==> config.mk <==
export PLATFORM = sky130hd
export DESIGN_NAME = bus_control_sequencer
export DESIGN_NICKNAME = d
export VERILOG_FILES = /design/src/rtl/bus_control_sequencer.sv
export SDC_FILE = /design/constraint.sdc
export NUM_CORES = 1
export LEC_CHECK = 0
export CORE_UTILIZATION = 35
export CTS_BUF_LIST = sky130_fd_sc_hd__clkbuf_16
export CTS_CLUSTER_SIZE = 14
export DETAILED_ROUTE_END_ITERATION = 8
export GPL_ROUTABILITY_DRIVEN = 0
export PLACE_DENSITY_LB_ADDON = 0.25
export SYNTH_ARGS = -nofsm -noshare
export SYNTH_HDL_FRONTEND = slang
export SYNTH_SLANG_ARGS = --single-unit
==> constraint.sdc <==
create_clock -name clk -period 4 [get_ports clk]
set_input_delay 0.4 -clock clk [delete_from_list [all_inputs] [get_ports clk]]
set_output_delay 0.4 -clock clk [all_outputs]
set_load 0.1 [all_outputs]
==> src/rtl/bus_control_sequencer.sv <==
// bus_control_sequencer: control-side master for the shared 8-bit accumulator bus.
// Accepts 4-bit opcodes over op_valid/op_ready and sequences the bus-enable and
// register-load strobes; every output is registered, with no combinational path from op.
//
// Ports:
//   clk, rst            clock (rising edge), asynchronous active-high reset
//   op[3:0], op_valid   opcode handshake input; op_ready is high only in IDLE
//   alu_cf, alu_zf      ALU carry / zero (sampled only when SEQ_FLAGS_EN is defined)
//   in_en, Ea, Eb, Eu   bus driver enables (at most one is high at a time)
//   nLa, nLb            active-low A / B register loads
//   sub                 ALU subtract select (held through ADD/SUB setup cycles)
//   out_ld              output latch capture
//   done, illegal       one-cycle pulses; halted is high in HALT
//   icount[7:0]         retired-instruction counter (wraps)
//   flag_c, flag_z      latched ALU flags
//
// Parameters:
//   SETTLE    ADD/SUB setup cycles before Eu is asserted (0..3)
//   HALT_ILL  1: an illegal opcode enters HALT; 0: it executes as a NOP
//
// Build option: define SEQ_FLAGS_EN to latch the ALU flags and make opcode 8
// a conditional subtract (SUBC). Without it the flags are constant 0 and
// opcode 8 is illegal.
module bus_control_sequencer #(
    parameter int SETTLE   = 1,
    parameter bit HALT_ILL = 1'b0
) (
    input  logic       clk,
    input  logic       rst,
    input  logic [3:0] op,
    input  logic       op_valid,
    output logic       op_ready,
    input  logic       alu_cf,
    input  logic       alu_zf,
    output logic       in_en,
    output logic       Ea,
    output logic       Eb,
    output logic       Eu,
    output logic       nLa,
    output logic       nLb,
    output logic       sub,
    output logic       out_ld,
    output logic       done,
    output logic       illegal,
    output logic       halted,
    output logic [7:0] icount,
    output logic       flag_c,
    output logic       flag_z
);

    typedef enum logic [1:0] {
        S_IDLE,
        S_SETUP,
        S_EXEC,
        S_HALT
    } state_t;

    localparam logic [3:0] OP_NOP  = 4'd0;
    localparam logic [3:0] OP_LDA  = 4'd1;
    localparam logic [3:0] OP_LDB  = 4'd2;
    localparam logic [3:0] OP_ADD  = 4'd3;
    localparam logic [3:0] OP_SUB  = 4'd4;
    localparam logic [3:0] OP_OUTA = 4'd5;
    localparam logic [3:0] OP_OUTB = 4'd6;
    localparam logic [3:0] OP_HLT  = 4'd7;
`ifdef SEQ_FLAGS_EN
    localparam logic [3:0] OP_SUBC = 4'd8;
`endif

    // The counter starts at SETTLE-1 so that SETUP lasts exactly SETTLE cycles.
    localparam logic [1:0] LP_CNT_INIT =
        (SETTLE > 0) ? 2'(SETTLE - 1) : 2'd0;

    state_t     r_state;
    logic [1:0] r_cnt;
    logic [3:0] r_op;
    logic       r_op_ready;
    logic       r_in_en;
    logic       r_ea;
    logic       r_eb;
    logic       r_eu;
    logic       r_nla;
    logic       r_nlb;
    logic       r_sub;
    logic       r_out_ld;
    logic       r_done;
    logic       r_illegal;
    logic       r_halted;
    logic [7:0] r_icount;

    state_t     w_state_nxt;
    logic [1:0] w_cnt_nxt;
    logic [3:0] w_op_nxt;
    logic       w_accept;
    logic [3:0] w_dec_op;
    logic       w_dec_ill;
    logic       w_is_alu;
    logic       w_fire;
    logic [3:0] w_fire_op;
    logic       w_setup_sub;
    logic       w_done_nxt;
    logic       w_ill_nxt;
    logic       w_halt_nxt;
    logic       w_in_en_nxt;
    logic       w_ea_nxt;
    logic       w_eb_nxt;
    logic       w_eu_nxt;
    logic       w_nla_nxt;
    logic       w_nlb_nxt;
    logic       w_sub_nxt;
    logic       w_out_ld_nxt;

`ifdef SEQ_FLAGS_EN
    logic r_flag_c;
    logic r_flag_z;
`endif

    assign w_accept = op_valid & r_op_ready;

    // Opcode decode: illegal opcodes are rewritten to NOP and flagged;
    // SUBC resolves to SUB or NOP against the current carry flag.
    always_comb begin
        w_dec_op  = op;
        w_dec_ill = 1'b0;
`ifdef SEQ_FLAGS_EN
        if (op == OP_SUBC) begin
            w_dec_op = r_flag_c ? OP_SUB : OP_NOP;
        end else if (op[3]) begin
            w_dec_op  = OP_NOP;
            w_dec_ill = 1'b1;
        end
`else
        if (op[3]) begin
            w_dec_op  = OP_NOP;
            w_dec_ill = 1'b1;
        end
`endif
    end

    assign w_is_alu = (w_dec_op == OP_ADD) || (w_dec_op == OP_SUB);

    // Next-state logic. w_fire marks the transition into EXEC; the strobes
    // for w_fire_op are then registered so that they appear during EXEC.
    always_comb begin
        w_state_nxt = r_state;
        w_cnt_nxt   = r_cnt;
        w_op_nxt    = r_op;
        w_fire      = 1'b0;
        w_fire_op   = r_op;
        w_setup_sub = 1'b0;
        w_done_nxt  = 1'b0;
        w_ill_nxt   = 1'b0;
        w_halt_nxt  = 1'b0;
        unique case (r_state)
            S_IDLE: begin
                if (w_accept) begin
                    w_op_nxt = w_dec_op;
                    if (w_dec_ill && HALT_ILL) begin
                        w_state_nxt = S_HALT;
                        w_ill_nxt   = 1'b1;
                        w_halt_nxt  = 1'b1;
                    end else if (w_dec_op == OP_HLT) begin
                        w_state_nxt = S_HALT;
                        w_done_nxt  = 1'b1;
                        w_halt_nxt  = 1'b1;
                    end else if (w_is_alu && (SETTLE > 0)) begin
                        w_state_nxt = S_SETUP;
                        w_cnt_nxt   = LP_CNT_INIT;
                        w_setup_sub = (w_dec_op == OP_SUB);
                    end else begin
                        w_state_nxt = S_EXEC;
                        w_fire      = 1'b1;
                        w_fire_op   = w_dec_op;
                        w_done_nxt  = 1'b1;
                        w_ill_nxt   = w_dec_ill;
                    end
                end
            end
            S_SETUP: begin
                if (r_cnt == 2'd0) begin
                    w_state_nxt = S_EXEC;
                    w_fire      = 1'b1;
                    w_fire_op   = r_op;
                    w_done_nxt  = 1'b1;
                end else begin
                    w_cnt_nxt   = r_cnt - 2'd1;
                    w_setup_sub = (r_op == OP_SUB);
                end
            end
            S_EXEC: begin
                w_state_nxt = S_IDLE;
            end
            S_HALT: begin
                w_halt_nxt = 1'b1;
            end
            default: begin
                w_state_nxt = S_IDLE;
            end
        endcase
    end

    // EXEC strobe decode; sub may also be held from a pending SUB setup.
    always_comb begin
        w_in_en_nxt  = 1'b0;
        w_ea_nxt     = 1'b0;
        w_eb_nxt     = 1'b0;
        w_eu_nxt     = 1'b0;
        w_nla_nxt    = 1'b1;
        w_nlb_nxt    = 1'b1;
        w_sub_nxt    = w_setup_sub;
        w_out_ld_nxt = 1'b0;
        if (w_fire) begin
            case (w_fire_op)
                OP_LDA: begin
                    w_in_en_nxt = 1'b1;
                    w_nla_nxt   = 1'b0;
                end
                OP_LDB: begin
                    w_in_en_nxt = 1'b1;
                    w_nlb_nxt   = 1'b0;
                end
                OP_ADD: begin
                    w_eu_nxt  = 1'b1;
                    w_nla_nxt = 1'b0;
                end
                OP_SUB: begin
                    w_eu_nxt  = 1'b1;
                    w_nla_nxt = 1'b0;
                    w_sub_nxt = 1'b1;
                end
                OP_OUTA: begin
                    w_ea_nxt     = 1'b1;
                    w_out_ld_nxt = 1'b1;
                end
                OP_OUTB: begin
                    w_eb_nxt     = 1'b1;
                    w_out_ld_nxt = 1'b1;
                end
                default: begin
                end
            endcase
        end
    end

    always_ff @(posedge clk or posedge rst) begin
        if (rst) begin
            r_state    <= S_IDLE;
            r_cnt      <= 2'd0;
            r_op       <= OP_NOP;
            r_op_ready <= 1'b1;
            r_in_en    <= 1'b0;
            r_ea       <= 1'b0;
            r_eb       <= 1'b0;
            r_eu       <= 1'b0;
            r_nla      <= 1'b1;
            r_nlb      <= 1'b1;
            r_sub      <= 1'b0;
            r_out_ld   <= 1'b0;
            r_done     <= 1'b0;
            r_illegal  <= 1'b0;
            r_halted   <= 1'b0;
            r_icount   <= 8'd0;
        end else begin
            r_state    <= w_state_nxt;
            r_cnt      <= w_cnt_nxt;
            r_op       <= w_op_nxt;
            r_op_ready <= (w_state_nxt == S_IDLE);
            r_in_en    <= w_in_en_nxt;
            r_ea       <= w_ea_nxt;
            r_eb       <= w_eb_nxt;
            r_eu       <= w_eu_nxt;
            r_nla      <= w_nla_nxt;
            r_nlb      <= w_nlb_nxt;
            r_sub      <= w_sub_nxt;
            r_out_ld   <= w_out_ld_nxt;
            r_done     <= w_done_nxt;
            r_illegal  <= w_ill_nxt;
            r_halted   <= w_halt_nxt;
            // Retire on the edge that closes the done cycle.
            r_icount   <= r_icount + {7'd0, r_done};
        end
    end

`ifdef SEQ_FLAGS_EN
    // Eu is high only in an ADD/SUB EXEC cycle, so it marks when to sample.
    always_ff @(posedge clk or posedge rst) begin
        if (rst) begin
            r_flag_c <= 1'b0;
            r_flag_z <= 1'b0;
        end else if (r_eu) begin
            r_flag_c <= alu_cf;
            r_flag_z <= alu_zf;
        end
    end

    assign flag_c = r_flag_c;
    assign flag_z = r_flag_z;
`else
    logic w_unused_flags;
    assign w_unused_flags = alu_cf ^ alu_zf;
    assign flag_c = 1'b0;
    assign flag_z = 1'b0;
`endif

    assign op_ready = r_op_ready;
    assign in_en    = r_in_en;
    assign Ea       = r_ea;
    assign Eb       = r_eb;
    assign Eu       = r_eu;
    assign nLa      = r_nla;
    assign nLb      = r_nlb;
    assign sub      = r_sub;
    assign out_ld   = r_out_ld;
    assign done     = r_done;
    assign illegal  = r_illegal;
    assign halted   = r_halted;
    assign icount   = r_icount;

endmodule

==> reports/metrics.cfg <==
[final_layout]
fillers = 363
nets = 169
drive_gt1_share_pct = 11.1
diodes = 0
fin_util_pct = 47.2
area_growth_pct = 26.4

[critical_path]
path_depth = 1
path_max_fanout = 6
rr_startpoint = r_state[0]$_DFF_PP0_
endpoint = op_ready
crit_path_top_delay_cell = clkdlybuf4s50_1
cp_data_arrival_time_ns = 2.02
startpoint = op_ready$_DFF_PP1_
timing.rr.end = sub$_DFF_PP0_
crit_path_start_kind = flip-flop
cp.buffers_inverters = 1
r2r_cells = 6
setup.worst_path.class = flip-flop to primary output
worstPathRequired_ns = 3.60
rrSetupSlack_ns = 1.96
critPathMaxStageDelay_ns = 1.15
path_delay_family = buffers and inverters
critPathCaptureType = primary output
cp_cell_sequence = clkdlybuf4s50_1

[sta]
skew_ns = 0.00233
tns_ns = 0
fin_hold_ws_ns = 0.478
setup_violations = 0
finalCritPeriodShare_pct = 60.5
rsz0062_at_grt = false
finalCriticalPeriod_ns = 2.42
finalHoldViolCount = 0
slew_viol_final = 0
worst_slew_pin_slew_ns = 0.974
max_freq_mhz = 413
max_slew_margin_pct = 35.0
setup_ws_ns = 1.58

[routing]
avgViaCountPerCell = 5.21
drc_errors = 0
wl_per_cell_um = 13.2
dr_total_vias = 1047
drt_iter0_drc = 22
drtPass1Iterations = 4
antenna_left = 0
totalWireLength_mm = 2.66

[synth]
synth_area_mm2 = 0.00140
syn_inst = 126
ys_seq_area_share_pct = 48.6
yosysWarnings = 0
yosys.cell_types.count = 45
syn_avg_cell_area_um2 = 11.1
synth.largest_area_cell = dfrtp_1
synthFlopType = dfrtp_1
synth_area_leaders = dfrtp_1, dfstp_2, ha_1
synthArstFlopShare_pct = 100
yosys_register_bits = 27
synth_top_area_share_pct = 42.9
synth_enable_flop_cells = 0

[grt]
grtUsageTotal_pct = 14.8
grt_overflow_total = 0
grt_pass1_wl_mm = 4.77
grt_antenna_before_repair = 0
grt_max_degree = 28
first_global_vias = 1071

[placement]
pre_cts_ws_ns = 1.56
port_buffers = 26
dp_hpwl_mm = 2.08

[pwr]
peakVddDrop_v = 0.000150
p_per_area_mw_per_mm2 = 297
leakage_uw = 0.000796
power_uw = 525

[clock_network]
post_cts_buffers = 0
post_cts_resized = 0
clk_latency_ns = 0.26
cts_htree_levels = 1
cts_tree = built
cts.sinks = 27
cts_buffers = 3
clk_pin_slew_ns = 0.06
cts_max_path_buffers = 2
root_buffer = clkbuf_16
postCtsHoldBufs = 0

[die]
rows = 22
io_pins = 31
die_width_um = 65.2
start_util_pct = 37.4
core_mm2 = 0.00374
dieHeight_um = 65.2
die-area_mm2 = 0.00425

[outcome]
outcome = finished clean

[run]
drv_cap = 0

[hold_path]
hp-class = flip-flop to flip-flop

-- final cells by class --
| cell class | count | area, um2 | share of cell area [%] |
|---|---|---|---|
| clock buffers | 3 | 75.1 | 4.25 |
| clock inverters | 1 | 3.75 | 0.212 |
| inverters | 9 | 33.8 | 1.91 |
| multi-input cells | 87 | 656 | 37.1 |
| flip-flops and latches | 27 | 679 | 38.4 |
| well taps | 48 | 60.1 | 3.40 |
| repair buffers | 26 | 260 | 14.7 |
-- synth_stat cells, types with 2 or more instances --
library cell	count
dfrtp_1	24
nand2_1	12
nor2_1	12
inv_1	9
ha_1	6
nand3_1	5
xnor2_1	5
a31oi_1	3
buf_4	3
dfstp_2	3
o21ai_0	3
mux2_4	2
nand3b_1	2
nand4_1	2
nor4b_1	2
o211ai_1	2
o32ai_1	2
xor2_1	2
-- worst min-delay path by stage --
stage / start / to / cells past startpoint
floorplan: rst / Ea$_DFF_PP0_ / 1
global placement: icount[7]$_DFF_PP0_ / icount[7]$_DFF_PP0_ / 1
detailed placement: icount[7]$_DFF_PP0_ / icount[7]$_DFF_PP0_ / 1
CTS: icount[7]$_DFF_PP0_ / icount[7]$_DFF_PP0_ / 1
global route: icount[7]$_DFF_PP0_ / icount[7]$_DFF_PP0_ / 1
finish: icount[7]$_DFF_PP0_ / icount[7]$_DFF_PP0_ / 1
-- logic make-up after synthesis --
family / share of synthesized area (%)
AO/OA/AOI/OAI: 14.1
AND/OR/NAND/NOR: 18.8
buffers and inverters: 4.83
adder cells (fa/ha/maj): 5.37
multiplexers: 3.67
other: 0.268
flip-flops: 48.6
XOR/XNOR: 4.38
-- metal layers --
| layer | global-route usage [%] | vias to the layer above | routed length, um |
|---|---|---|---|
| met3 | 2.78 | 5 | 149 |
| met1 | 17.3 | 507 | 1160 |
| met2 | 26.0 | 36 | 1300 |
| met4 | 6.52 | 0 | 53 |
| li1 | - | 499 | - |
| met5 | 0 | - | 0 |
-- sequential cells by signal, indices dropped and copies added, names as in the netlist --
name / count
Ea: 1
Eb: 1
Eu: 1
done: 1
halted: 1
icount: 8
illegal: 1
in_en: 1
nLa: 1
nLb: 1
op_ready: 1
out_ld: 1
r_cnt: 2
r_op: 3
r_state: 2
sub: 1
-- stage by stage --
stage | instance area [um2] | instances
floorplan | 1400 | 127
global placement | 1690 | 197
detailed placement | 1690 | 197
CTS | 1770 | 201
global route | 1770 | 201
finish | 1770 | 201
-- cell usage in the layout, fill, tap and decap left out, types with 3 or more instances in the layout --
master           Yosys  routed
clkdlybuf4s50_1      0      26
dfstp_2              3       3
ha_1                 6       6
nand2_1             12      12
a31oi_1              3       3
nand3_1              5       5
xnor2_1              5       5
nor2_1              12      12
o21ai_0              3       3
dfrtp_1             24      24
clkbuf_16            0       3
inv_1                9      10
-- where the power goes --
| group | switching (uW) | total, uW | internal, uW |
|---|---|---|---|
| Combinational | 23.8 | 32.6 | 8.80 |
| Sequential | 0 | 273 | 273 |
| Clock | 85.5 | 219 | 134 |
Power figures use the tool's default switching activity.
